$ cat config.mk
export PLATFORM = sky130hd
export DESIGN_NAME = pms_ex_commit
export DESIGN_NICKNAME = d
export VERILOG_FILES = /design/src/rtl/cp0_pkg.sv /design/src/rtl/pms_ex_select.sv /design/src/rtl/pms_ex_commit.sv
export SDC_FILE = /design/constraint.sdc
export NUM_CORES = 1
export LEC_CHECK = 0
export CORE_AREA = 2 2 147 149
export CTS_BUF_LIST = sky130_fd_sc_hd__clkbuf_4 sky130_fd_sc_hd__clkbuf_8 sky130_fd_sc_hd__clkbuf_16
export DETAILED_ROUTE_END_ITERATION = 10
export DIE_AREA = 0 0 149 151
export GPL_ROUTABILITY_DRIVEN = 1
export PLACE_DENSITY = 0.53
export REMOVE_ABC_BUFFERS = 1
export SLEW_MARGIN = 40
export SYNTH_ARGS = -nofsm -noshare
export SYNTH_HDL_FRONTEND = slang
export SYNTH_SLANG_ARGS = --single-unit
$ cat constraint.sdc
create_clock -name cp0_clk -period 5.71 [get_ports cp0_clk]
set_clock_uncertainty 0.05 [all_clocks]
set_input_delay 1.4275 -clock cp0_clk [delete_from_list [all_inputs] [get_ports cp0_clk]]
set_output_delay 1.4275 -clock cp0_clk [all_outputs]
set_load 0.02 [all_outputs]
$ cat src/rtl/cp0_pkg.sv
// Shared cp0 constants: register addresses ({rd,sel}), exception codes and commit FSM states.
package cp0_pkg;

  localparam logic [7:0] CR_COMPARE = 8'h58;
  localparam logic [7:0] CR_STATUS  = 8'h60;
  localparam logic [7:0] CR_CAUSE   = 8'h68;
  localparam logic [7:0] CR_EPC     = 8'h70;

  localparam logic [4:0] EXC_INT  = 5'd0;
  localparam logic [4:0] EXC_ADEL = 5'd4;
  localparam logic [4:0] EXC_ADES = 5'd5;
  localparam logic [4:0] EXC_SYS  = 5'd8;
  localparam logic [4:0] EXC_BP   = 5'd9;
  localparam logic [4:0] EXC_RI   = 5'd10;
  localparam logic [4:0] EXC_OV   = 5'd12;

  typedef enum logic {StIdle, StFlush} commit_state_e;

  // Writes to these registers can change interrupt pending/enable state.
  function automatic logic is_int_reg(input logic [7:0] addr);
    return (addr == CR_STATUS) || (addr == CR_CAUSE) || (addr == CR_COMPARE);
  endfunction

endpackage

$ cat src/rtl/pms_ex_select.sv
// Combinational priority select among interrupt/exception/eret across two slots (slot1 older),
// producing cp0 event inputs, gated mtc0 enables and the redirect target.
module pms_ex_select
  import cp0_pkg::*;
#(
  parameter logic [31:0] EX_VECTOR = 32'hbfc00380
) (
  input  logic        i_accept,
  input  logic        i_int_ok,
  input  logic        i_s1_valid,
  input  logic        i_s1_ex,
  input  logic [4:0]  i_s1_excode,
  input  logic        i_s1_bd,
  input  logic        i_s1_eret,
  input  logic [31:0] i_s1_pc,
  input  logic [31:0] i_s1_badvaddr,
  input  logic        i_s1_mtc0_we,
  input  logic [7:0]  i_s1_c0_addr,
  input  logic [31:0] i_s1_c0_wdata,
  input  logic        i_s2_valid,
  input  logic        i_s2_ex,
  input  logic [4:0]  i_s2_excode,
  input  logic        i_s2_bd,
  input  logic        i_s2_eret,
  input  logic [31:0] i_s2_pc,
  input  logic [31:0] i_s2_badvaddr,
  input  logic        i_s2_mtc0_we,
  input  logic [7:0]  i_s2_c0_addr,
  input  logic [31:0] i_epc_res,
  output logic        o_pms_ex,
  output logic [4:0]  o_ex_type,
  output logic        o_pms_bd,
  output logic        o_pms_eret,
  output logic [31:0] o_pms_pc,
  output logic [31:0] o_pms_badvaddr,
  output logic        o_inst1_mtc0_we,
  output logic        o_inst2_mtc0_we,
  output logic        o_event,
  output logic [31:0] o_target,
  output logic        o_blk_load
);

  logic w_int, w_s1_ex, w_s1_eret, w_s2_ex, w_s2_eret, w_win1, w_win2;

  assign w_int     = i_int_ok & i_s1_valid;
  assign w_s1_ex   = i_s1_valid & i_s1_ex;
  assign w_s1_eret = i_s1_valid & i_s1_eret;
  assign w_s2_ex   = i_s2_valid & i_s2_ex;
  assign w_s2_eret = i_s2_valid & i_s2_eret;
  assign w_win1    = w_int | w_s1_ex | w_s1_eret;
  assign w_win2    = ~w_win1 & (w_s2_ex | w_s2_eret);

  // A winning slot and everything younger must not commit its mtc0.
  assign o_inst1_mtc0_we = i_accept & i_s1_valid & i_s1_mtc0_we & ~w_win1;
  assign o_inst2_mtc0_we = i_accept & i_s2_valid & i_s2_mtc0_we & ~w_win1 & ~w_win2;
  assign o_event         = i_accept & (w_win1 | w_win2);
  assign o_blk_load      = (o_inst1_mtc0_we & is_int_reg(i_s1_c0_addr)) |
                           (o_inst2_mtc0_we & is_int_reg(i_s2_c0_addr));

  always_comb begin
    o_pms_ex       = 1'b0;
    o_ex_type      = EXC_INT;
    o_pms_bd       = 1'b0;
    o_pms_eret     = 1'b0;
    o_pms_pc       = '0;
    o_pms_badvaddr = '0;
    o_target       = EX_VECTOR;
    if (i_accept) begin
      if (w_int) begin
        o_pms_ex = 1'b1;
        o_pms_pc = i_s1_pc;
        o_pms_bd = i_s1_bd;
      end else if (w_s1_ex) begin
        o_pms_ex       = 1'b1;
        o_ex_type      = i_s1_excode;
        o_pms_pc       = i_s1_pc;
        o_pms_bd       = i_s1_bd;
        o_pms_badvaddr = i_s1_badvaddr;
      end else if (w_s1_eret) begin
        o_pms_eret = 1'b1;
        o_pms_pc   = i_s1_pc;
        o_pms_bd   = i_s1_bd;
        o_target   = i_epc_res;
      end else if (w_s2_ex) begin
        o_pms_ex       = 1'b1;
        o_ex_type      = i_s2_excode;
        o_pms_pc       = i_s2_pc;
        o_pms_bd       = i_s2_bd;
        o_pms_badvaddr = i_s2_badvaddr;
      end else if (w_s2_eret) begin
        o_pms_eret = 1'b1;
        o_pms_pc   = i_s2_pc;
        o_pms_bd   = i_s2_bd;
        // cp0 has not yet seen the older slot's EPC write, so forward it.
        o_target   = (o_inst1_mtc0_we && i_s1_c0_addr == CR_EPC) ? i_s1_c0_wdata : i_epc_res;
      end
    end
  end

endmodule

$ cat src/rtl/pms_ex_commit.sv
// Commit/exception arbiter upstream of cp0: accepts pms bundles, drives cp0 and issues
// flush plus fetch redirect; blocks interrupts briefly after int-relevant mtc0 commits.
module pms_ex_commit
  import cp0_pkg::*;
#(
  parameter logic [31:0] EX_VECTOR    = 32'hbfc00380,
  parameter int unsigned FLUSH_CYCLES = 2,
  parameter int unsigned INT_BLOCK    = 1
) (
  input  logic        cp0_clk,
  input  logic        reset,
  input  logic        i_bundle_valid,
  output logic        o_bundle_ready,
  input  logic        i_s1_valid,
  input  logic        i_s1_ex,
  input  logic [4:0]  i_s1_excode,
  input  logic        i_s1_bd,
  input  logic        i_s1_eret,
  input  logic [31:0] i_s1_pc,
  input  logic [31:0] i_s1_badvaddr,
  input  logic        i_s1_mtc0_we,
  input  logic [7:0]  i_s1_c0_addr,
  input  logic [31:0] i_s1_c0_wdata,
  input  logic        i_s2_valid,
  input  logic        i_s2_ex,
  input  logic [4:0]  i_s2_excode,
  input  logic        i_s2_bd,
  input  logic        i_s2_eret,
  input  logic [31:0] i_s2_pc,
  input  logic [31:0] i_s2_badvaddr,
  input  logic        i_s2_mtc0_we,
  input  logic [7:0]  i_s2_c0_addr,
  input  logic [31:0] i_s2_c0_wdata,
  input  logic        i_has_int,
  input  logic [31:0] i_epc_res,
  output logic        o_pms_ex,
  output logic [4:0]  o_ex_type,
  output logic        o_pms_bd,
  output logic        o_pms_eret,
  output logic [31:0] o_pms_pc,
  output logic [31:0] o_pms_badvaddr,
  output logic        o_inst1_mtc0_we,
  output logic        o_inst2_mtc0_we,
  output logic        o_flush,
  output logic        o_redirect_valid,
  output logic [31:0] o_redirect_pc
);

  commit_state_e r_state;
  logic [2:0]    r_flush_cnt;
  logic [2:0]    r_blk_cnt;
  logic          r_flush, r_redirect_valid;
  logic [31:0]   r_redirect_pc;

  logic          w_accept, w_int_ok, w_event, w_blk_load;
  logic [31:0]   w_target;
  logic [31:0]   w_s2_c0_wdata_unused;

  assign o_bundle_ready       = (r_state == StIdle);
  assign w_accept             = i_bundle_valid & o_bundle_ready;
  assign w_int_ok             = i_has_int & (r_blk_cnt == 3'd0);
  assign o_flush              = r_flush;
  assign o_redirect_valid     = r_redirect_valid;
  assign o_redirect_pc        = r_redirect_pc;
  // The younger slot's data never needs forwarding; cp0 takes it directly.
  assign w_s2_c0_wdata_unused = i_s2_c0_wdata;

  pms_ex_select #(
    .EX_VECTOR(EX_VECTOR)
  ) u_select (
    .i_accept        (w_accept),
    .i_int_ok        (w_int_ok),
    .i_s1_valid      (i_s1_valid),
    .i_s1_ex         (i_s1_ex),
    .i_s1_excode     (i_s1_excode),
    .i_s1_bd         (i_s1_bd),
    .i_s1_eret       (i_s1_eret),
    .i_s1_pc         (i_s1_pc),
    .i_s1_badvaddr   (i_s1_badvaddr),
    .i_s1_mtc0_we    (i_s1_mtc0_we),
    .i_s1_c0_addr    (i_s1_c0_addr),
    .i_s1_c0_wdata   (i_s1_c0_wdata),
    .i_s2_valid      (i_s2_valid),
    .i_s2_ex         (i_s2_ex),
    .i_s2_excode     (i_s2_excode),
    .i_s2_bd         (i_s2_bd),
    .i_s2_eret       (i_s2_eret),
    .i_s2_pc         (i_s2_pc),
    .i_s2_badvaddr   (i_s2_badvaddr),
    .i_s2_mtc0_we    (i_s2_mtc0_we),
    .i_s2_c0_addr    (i_s2_c0_addr),
    .i_epc_res       (i_epc_res),
    .o_pms_ex        (o_pms_ex),
    .o_ex_type       (o_ex_type),
    .o_pms_bd        (o_pms_bd),
    .o_pms_eret      (o_pms_eret),
    .o_pms_pc        (o_pms_pc),
    .o_pms_badvaddr  (o_pms_badvaddr),
    .o_inst1_mtc0_we (o_inst1_mtc0_we),
    .o_inst2_mtc0_we (o_inst2_mtc0_we),
    .o_event         (w_event),
    .o_target        (w_target),
    .o_blk_load      (w_blk_load)
  );

  always_ff @(posedge cp0_clk) begin
    if (reset) begin
      r_state          <= StIdle;
      r_flush          <= 1'b0;
      r_redirect_valid <= 1'b0;
      r_redirect_pc    <= '0;
      r_flush_cnt      <= '0;
    end else begin
      case (r_state)
        StIdle: begin
          if (w_event) begin
            r_state          <= StFlush;
            r_flush          <= 1'b1;
            r_redirect_valid <= 1'b1;
            r_redirect_pc    <= w_target;
            r_flush_cnt      <= 3'(FLUSH_CYCLES - 1);
          end
        end
        StFlush: begin
          r_redirect_valid <= 1'b0;
          if (r_flush_cnt == 3'd0) begin
            r_state <= StIdle;
            r_flush <= 1'b0;
          end else begin
            r_flush_cnt <= r_flush_cnt - 3'd1;
          end
        end
        default: r_state <= StIdle;
      endcase
    end
  end

  always_ff @(posedge cp0_clk) begin
    if (reset) begin
      r_blk_cnt <= '0;
    end else if (w_blk_load) begin
      r_blk_cnt <= 3'(INT_BLOCK);
    end else if (r_blk_cnt != 3'd0) begin
      r_blk_cnt <= r_blk_cnt - 3'd1;
    end
  end

endmodule

=== After elaboration in Yosys (flattened, before gate mapping) ===
Cells that the tools add are included.

* Flip-flop bits (word level): 41
* Bits of input ports: 264
* Logic and storage cells: 110
* Output and inout port bits: 109

* Bitwise gates (word level): 26
* Add/subtract/negate cells: 2
* Muxes and demuxes: 52
* Eq/ne operators: 10
* Reductions and logical operators: 13

{| class="wikitable"
|+ Operators by type and width
! operator !! count
|-
| 32-bit 2-to-1 mux || 18
|-
| 8-bit by 7-bit == test with 1-bit output (second input constant) || 7
|-
| 5-bit 2-to-1 mux || 5
|-
| 1-bit 2-to-1 mux || 23
|-
| 1-bit bitwise AND || 18
|-
| 3-bit logical NOT || 2
|-
| 3-bit 2-to-1 mux || 2
|-
| 1-bit one-hot mux with 2 select lines || 3
|-
| 3-bit one-hot mux with 2 select lines || 1
|-
| 2-bit AND reduction || 3
|-
| 3-bit by 1-bit subtractor with 3-bit output (second input constant) || 2
|-
| 1-bit OR || 5
|-
| 1-bit logical OR || 4
|-
| 2-bit by 1-bit != test with 1-bit output (second input constant) || 2
|-
| 1-bit inverter || 3
|-
| 3-bit nonzero test || 1
|-
| 2-bit != test (second input constant) || 1
|-
| 2-bit nonzero test || 1
|-
| 2-bit OR reduction || 1
|-
| 1-bit logical AND || 1
|}

=== Longest topological paths before layout ===
* Depth in word-level cells: 15
* Depth in mapped cells: 9
* Depth with buffers taken out: 7

=== Modules after synthesis ===
A second synthesis with hierarchy kept.

* Cell total of the unflattened synthesis: 533
* Area, all modules: 3,324.4 µm²

{| class="wikitable"
|+ By module, submodules not included
! module !! cells each !! area each (µm²) !! times used !! sequential area each (µm²)
|-
| pms_ex_select || 343 || 1,744.2 || 1 || 0.0
|-
| pms_ex_commit || 190 || 1,580.3 || 1 || 820.8
|}

=== Worst setup path before layout ===
No wires, ideal clock.

* Path type: input port to output port
* Start point: input port i_s1_valid
* End point: output port o_pms_badvaddr[10]
* Path slack: 1,401 ps
* Arrival time: 2,831 ps
* Buffers on the path: 3
* Required time: 4,233 ps
* Cell stages on the path: 7
* Path through: buf_2 and2_1 clkbuf_1 nor3_2 buf_2 a22oi_1 nor2_1

* Word-level cells in the longest chain between the ends: 5
* Elaborated cells between the ends (all ways): 7
* Those cells by class: mux (4); bitwise (3)

{| class="wikitable"
|+ RTL lines
! element !! line !! source
|-
| from (decl) || pms_ex_commit.sv:14 || <nowiki>input logic i_s1_valid,</nowiki>
|-
| 1-bit bitwise AND || pms_ex_select.sv:47 || <nowiki>assign w_s1_eret = i_s1_valid & i_s1_eret;</nowiki>
|-
| 32-bit 2-to-1 mux || pms_ex_select.sv:79 || <nowiki>end else if (w_s1_eret) begin</nowiki>
|-
| 32-bit 2-to-1 mux || pms_ex_select.sv:73 || <nowiki>end else if (w_s1_ex) begin</nowiki>
|-
| 32-bit 2-to-1 mux * || pms_ex_select.sv:69 || <nowiki>if (w_int) begin</nowiki>
|-
| 32-bit 2-to-1 mux * || pms_ex_select.sv:68 || <nowiki>if (i_accept) begin</nowiki>
|-
| to (decl) || pms_ex_commit.sv:41 || <nowiki>output logic [31:0] o_pms_badvaddr,</nowiki>
|}

Every way passes the cells marked *; elsewhere a longest branch is shown, timed or not.

=== Worst setup path after layout ===
* Start point: input port i_s1_valid
* End point: output port o_pms_pc[0]

* Word-level cells in the longest chain between the ends: 5
* Elaborated cells between the ends (all ways): 7
* Those cells by class: mux (4); bitwise (3)

{| class="wikitable"
|+ RTL lines
! element !! line !! source
|-
| 1-bit bitwise AND || pms_ex_select.sv:47 ||
|-
| 32-bit 2-to-1 mux || pms_ex_select.sv:79 ||
|-
| 32-bit 2-to-1 mux || pms_ex_select.sv:73 ||
|-
| 32-bit 2-to-1 mux * || pms_ex_select.sv:69 ||
|-
| 32-bit 2-to-1 mux * || pms_ex_select.sv:68 ||
|-
| to (decl) || pms_ex_commit.sv:40 || <nowiki>output logic [31:0] o_pms_pc,</nowiki>
|}

Marked as above.

==> metrics.yaml <==
port_buffers: 340
postCtsHoldBufs: 0
syn_inst: 523
cts_tree: "done"
synth.largest_area_cell: "dfxtp_1"
holdCritPathClass: "flip-flop to flip-flop"
use_met1: 0.2237
r2r_slack_ns: 3.39
setup_ws_ns: 0.4221
crit_path_start_kind: "primary input"
drt_first_pass_iters: 5
period_share: 0.9261
pwr_density_cell_mw_per_mm2: 187.8
wl_per_cell_um: 18.28
synth_flop_cell: "dfxtp_1"
synth.mux.area_fraction: 0.005504
grt_max_degree: 41
grt_antenna_before_repair: 0
cts_resized: 0
r2r-start: "r_blk_cnt[0]$_SDFFE_PP0P_"
clkSinkCount: 41
grt_overflow: 0
grt_pass1_wl_mm: 30.61
antenna_cells: 0
drt.antenna.violating_nets: 0
required_ns: 4.23
yosysSeqAreaShare: 0.2257
min_path_cells: 2
power_mw: 1.412
post-cts-setup-buffers: 0
place_ws_ns: 0.3702
io_pins: 373
max_slew.worst_pin.slew_ns: 0.6482
initial_core_util: 0.1747
place_congestion: 0.7427
dpl.hpwl_mm: 15.25
via_count: 5327
core_mm2: 0.02082
drc: 0
rr_endpoint: "r_blk_cnt[0]$_SDFFE_PP0P_"
min_to: "o_redirect_valid$_SDFFE_PP0P_"
drt_iter0_drc: 244
synth_top_family_by_area: "compound AO/OA/AOI/OAI gates"
synth_edf_count: 0
syn_avg_cell_area_um2: 6.955
endpoint_kind: "output pin"
clkTransAtPathRegs_ns: 0.06
grt_busiest_layer: "met2"
p_leak_nw: 2.557
slew_headroom: 0.5639
finalSetupViolations: 0
insertion_delay_ns: 0.29
fmax_ghz: 0.1891
rsz0062_at_grt: "no"
root_buffer: "clkbuf_16"
ff2ff_path_depth: 7
grtUsageTotal: 0.1733
hold_ws_ns: 0.4152
synth_top_area_share: 0.2257
nFillCells: 2218
synth_area_leaders: "dfxtp_1, o211ai_1, a22oi_1"
dieArea_mm2: 0.02250
areaGrowthSynthToFinish_pct: 106.7
numCtsBuffers: 5
num_rows: 53
crit_fanout: 12
postSynthRegisterBits: 41
yosysUniqueCellTypes: 44
synth_compound_area_frac: 0.4180
cap_violations: 0
synth_area_mm2: 0.003637
tns_ns: 0
max-clock-path-buffers: 2
htree_num_levels: 2
routed_wl_mm: 20.27
die_w_um: 149
status: "finished clean"
ys.warnings.count: 0
grtUsageMet2: 0.2959
use_met3: 0.03795
crit_arrival_ns: 3.81
drive_gt1_frac: 0.05875
ir_drop_v: 0.0001245
via_per_inst: 4.803
async_flop_share: 0
grt_pass1_vias: 5402
layout_min_cycle_time_ns: 5.288
layout.nets: 1101
yosys.area_share.xor_xnor: 0.004816
synth_fa_ha_area_frac: 0.01376
yosys.area_share.simple: 0.2401
hold_start: "o_redirect_valid$_SDFFE_PP0P_"
crit_type: "primary input to output pin"
die_y_um: 151
slew_violations: 0
hold_viol_final: 0
-- metrics by stage --
stage	utilization	cells	cell area [um2]
2_1_floorplan	-	462	3344
3_3_place_gp	0.3519	1101	7327
3_5_place_dp	0.3520	1101	7330
4_1_cts	0.3611	1109	7520
5_1_grt	0.3611	1109	7520
6_report	0.3611	1109	7520
-- worst max-delay path by stage --
stage | end | cells past startpoint | slack, ns | from
global route | o_pms_pc[0] | 7 | 0.24 | i_s1_valid
global placement | o_pms_pc[17] | 7 | 0.39 | i_s1_valid
floorplan | o_pms_bd | 3 | -0.02 | i_s1_valid
detailed placement | o_pms_pc[24] | 7 | 0.37 | i_s1_valid
CTS | o_pms_pc[0] | 7 | 0.37 | i_s1_valid
finish | o_pms_pc[0] | 7 | 0.42 | i_s1_valid
-- worst max-delay path, cell delays in order --
cell	delay [ns]
clkdlybuf4s50_1	0.54
and4b_1	0.22
or2_1	0.49
buf_4	0.28
nand2_1	0.07
a21oi_1	0.14
clkdlybuf4s50_1	0.63
-- metal layers --
layer / wire length (um) / vias up
met5: 0 / -
met4: 371 / 0
met3: 1556 / 20
met2: 9958 / 254
met1: 8382 / 2427
li1: - / 2626
-- cell type report --
cell class                 count  area [um2]  area share
sequential                    41       820.8      0.1092
tap                          275       344.1     0.04576
inverter                       8       42.54    0.005657
multi-input combinational    413        2514      0.3343
timing repair buffer         364        3608      0.4799
clock inverter                 3       65.06    0.008652
clock buffer                   5       125.1     0.01664
-- registers in the layout, indices dropped and copies added (netlist names) --
register,cells
o_flush,1
o_redirect_pc,32
o_redirect_valid,1
r_blk_cnt,3
r_flush_cnt,3
r_state,1
-- layout by cell type, fill, tap and decap left out, drive strengths merged, types with 7 or more instances in the layout --
master | netlist | layout
a31oi | 32 | 32
a22o | 20 | 20
dfxtp | 41 | 41
o21ai | 25 | 25
nand4 | 32 | 32
nor2 | 45 | 45
a21oi | 40 | 40
inv | 7 | 7
o211ai | 41 | 41
clkdlybuf4s50 | 0 | 335
a22oi | 37 | 37
a221oi | 21 | 21
nand2 | 72 | 72
buf | 21 | 29
-- cell families after synthesis --
| logic type | Yosys count |
|---|---|
| flip-flops | 41 |
| XOR/XNOR | 2 |
| buffers and inverters | 69 |
| adder cells (fa/ha/maj) | 4 |
| AND/OR/NAND/NOR | 183 |
| multiplexers | 2 |
| AO/OA/AOI/OAI | 222 |
-- power by group --
part           switching [mW]  internal [mW]
logic                   0.345          0.357
clock network           0.129          0.250
registers              0.0176          0.314
-- Yosys cell counts (4+ instances only) --
cell type	number
dfxtp_1	41
a21oi_1	40
o211ai_1	41
a31oi_1	32
buf_6	4
nand3_1	5
nor4_1	4
clkbuf_1	39
nand2_1	72
inv_1	7
ha_1	4
a22o_1	20
buf_2	14
nand4_1	32
o21ai_0	25
nor2_1	45
a22oi_1	37
a221oi_1	21
Note: power is estimated with default switching activity, not from simulation.
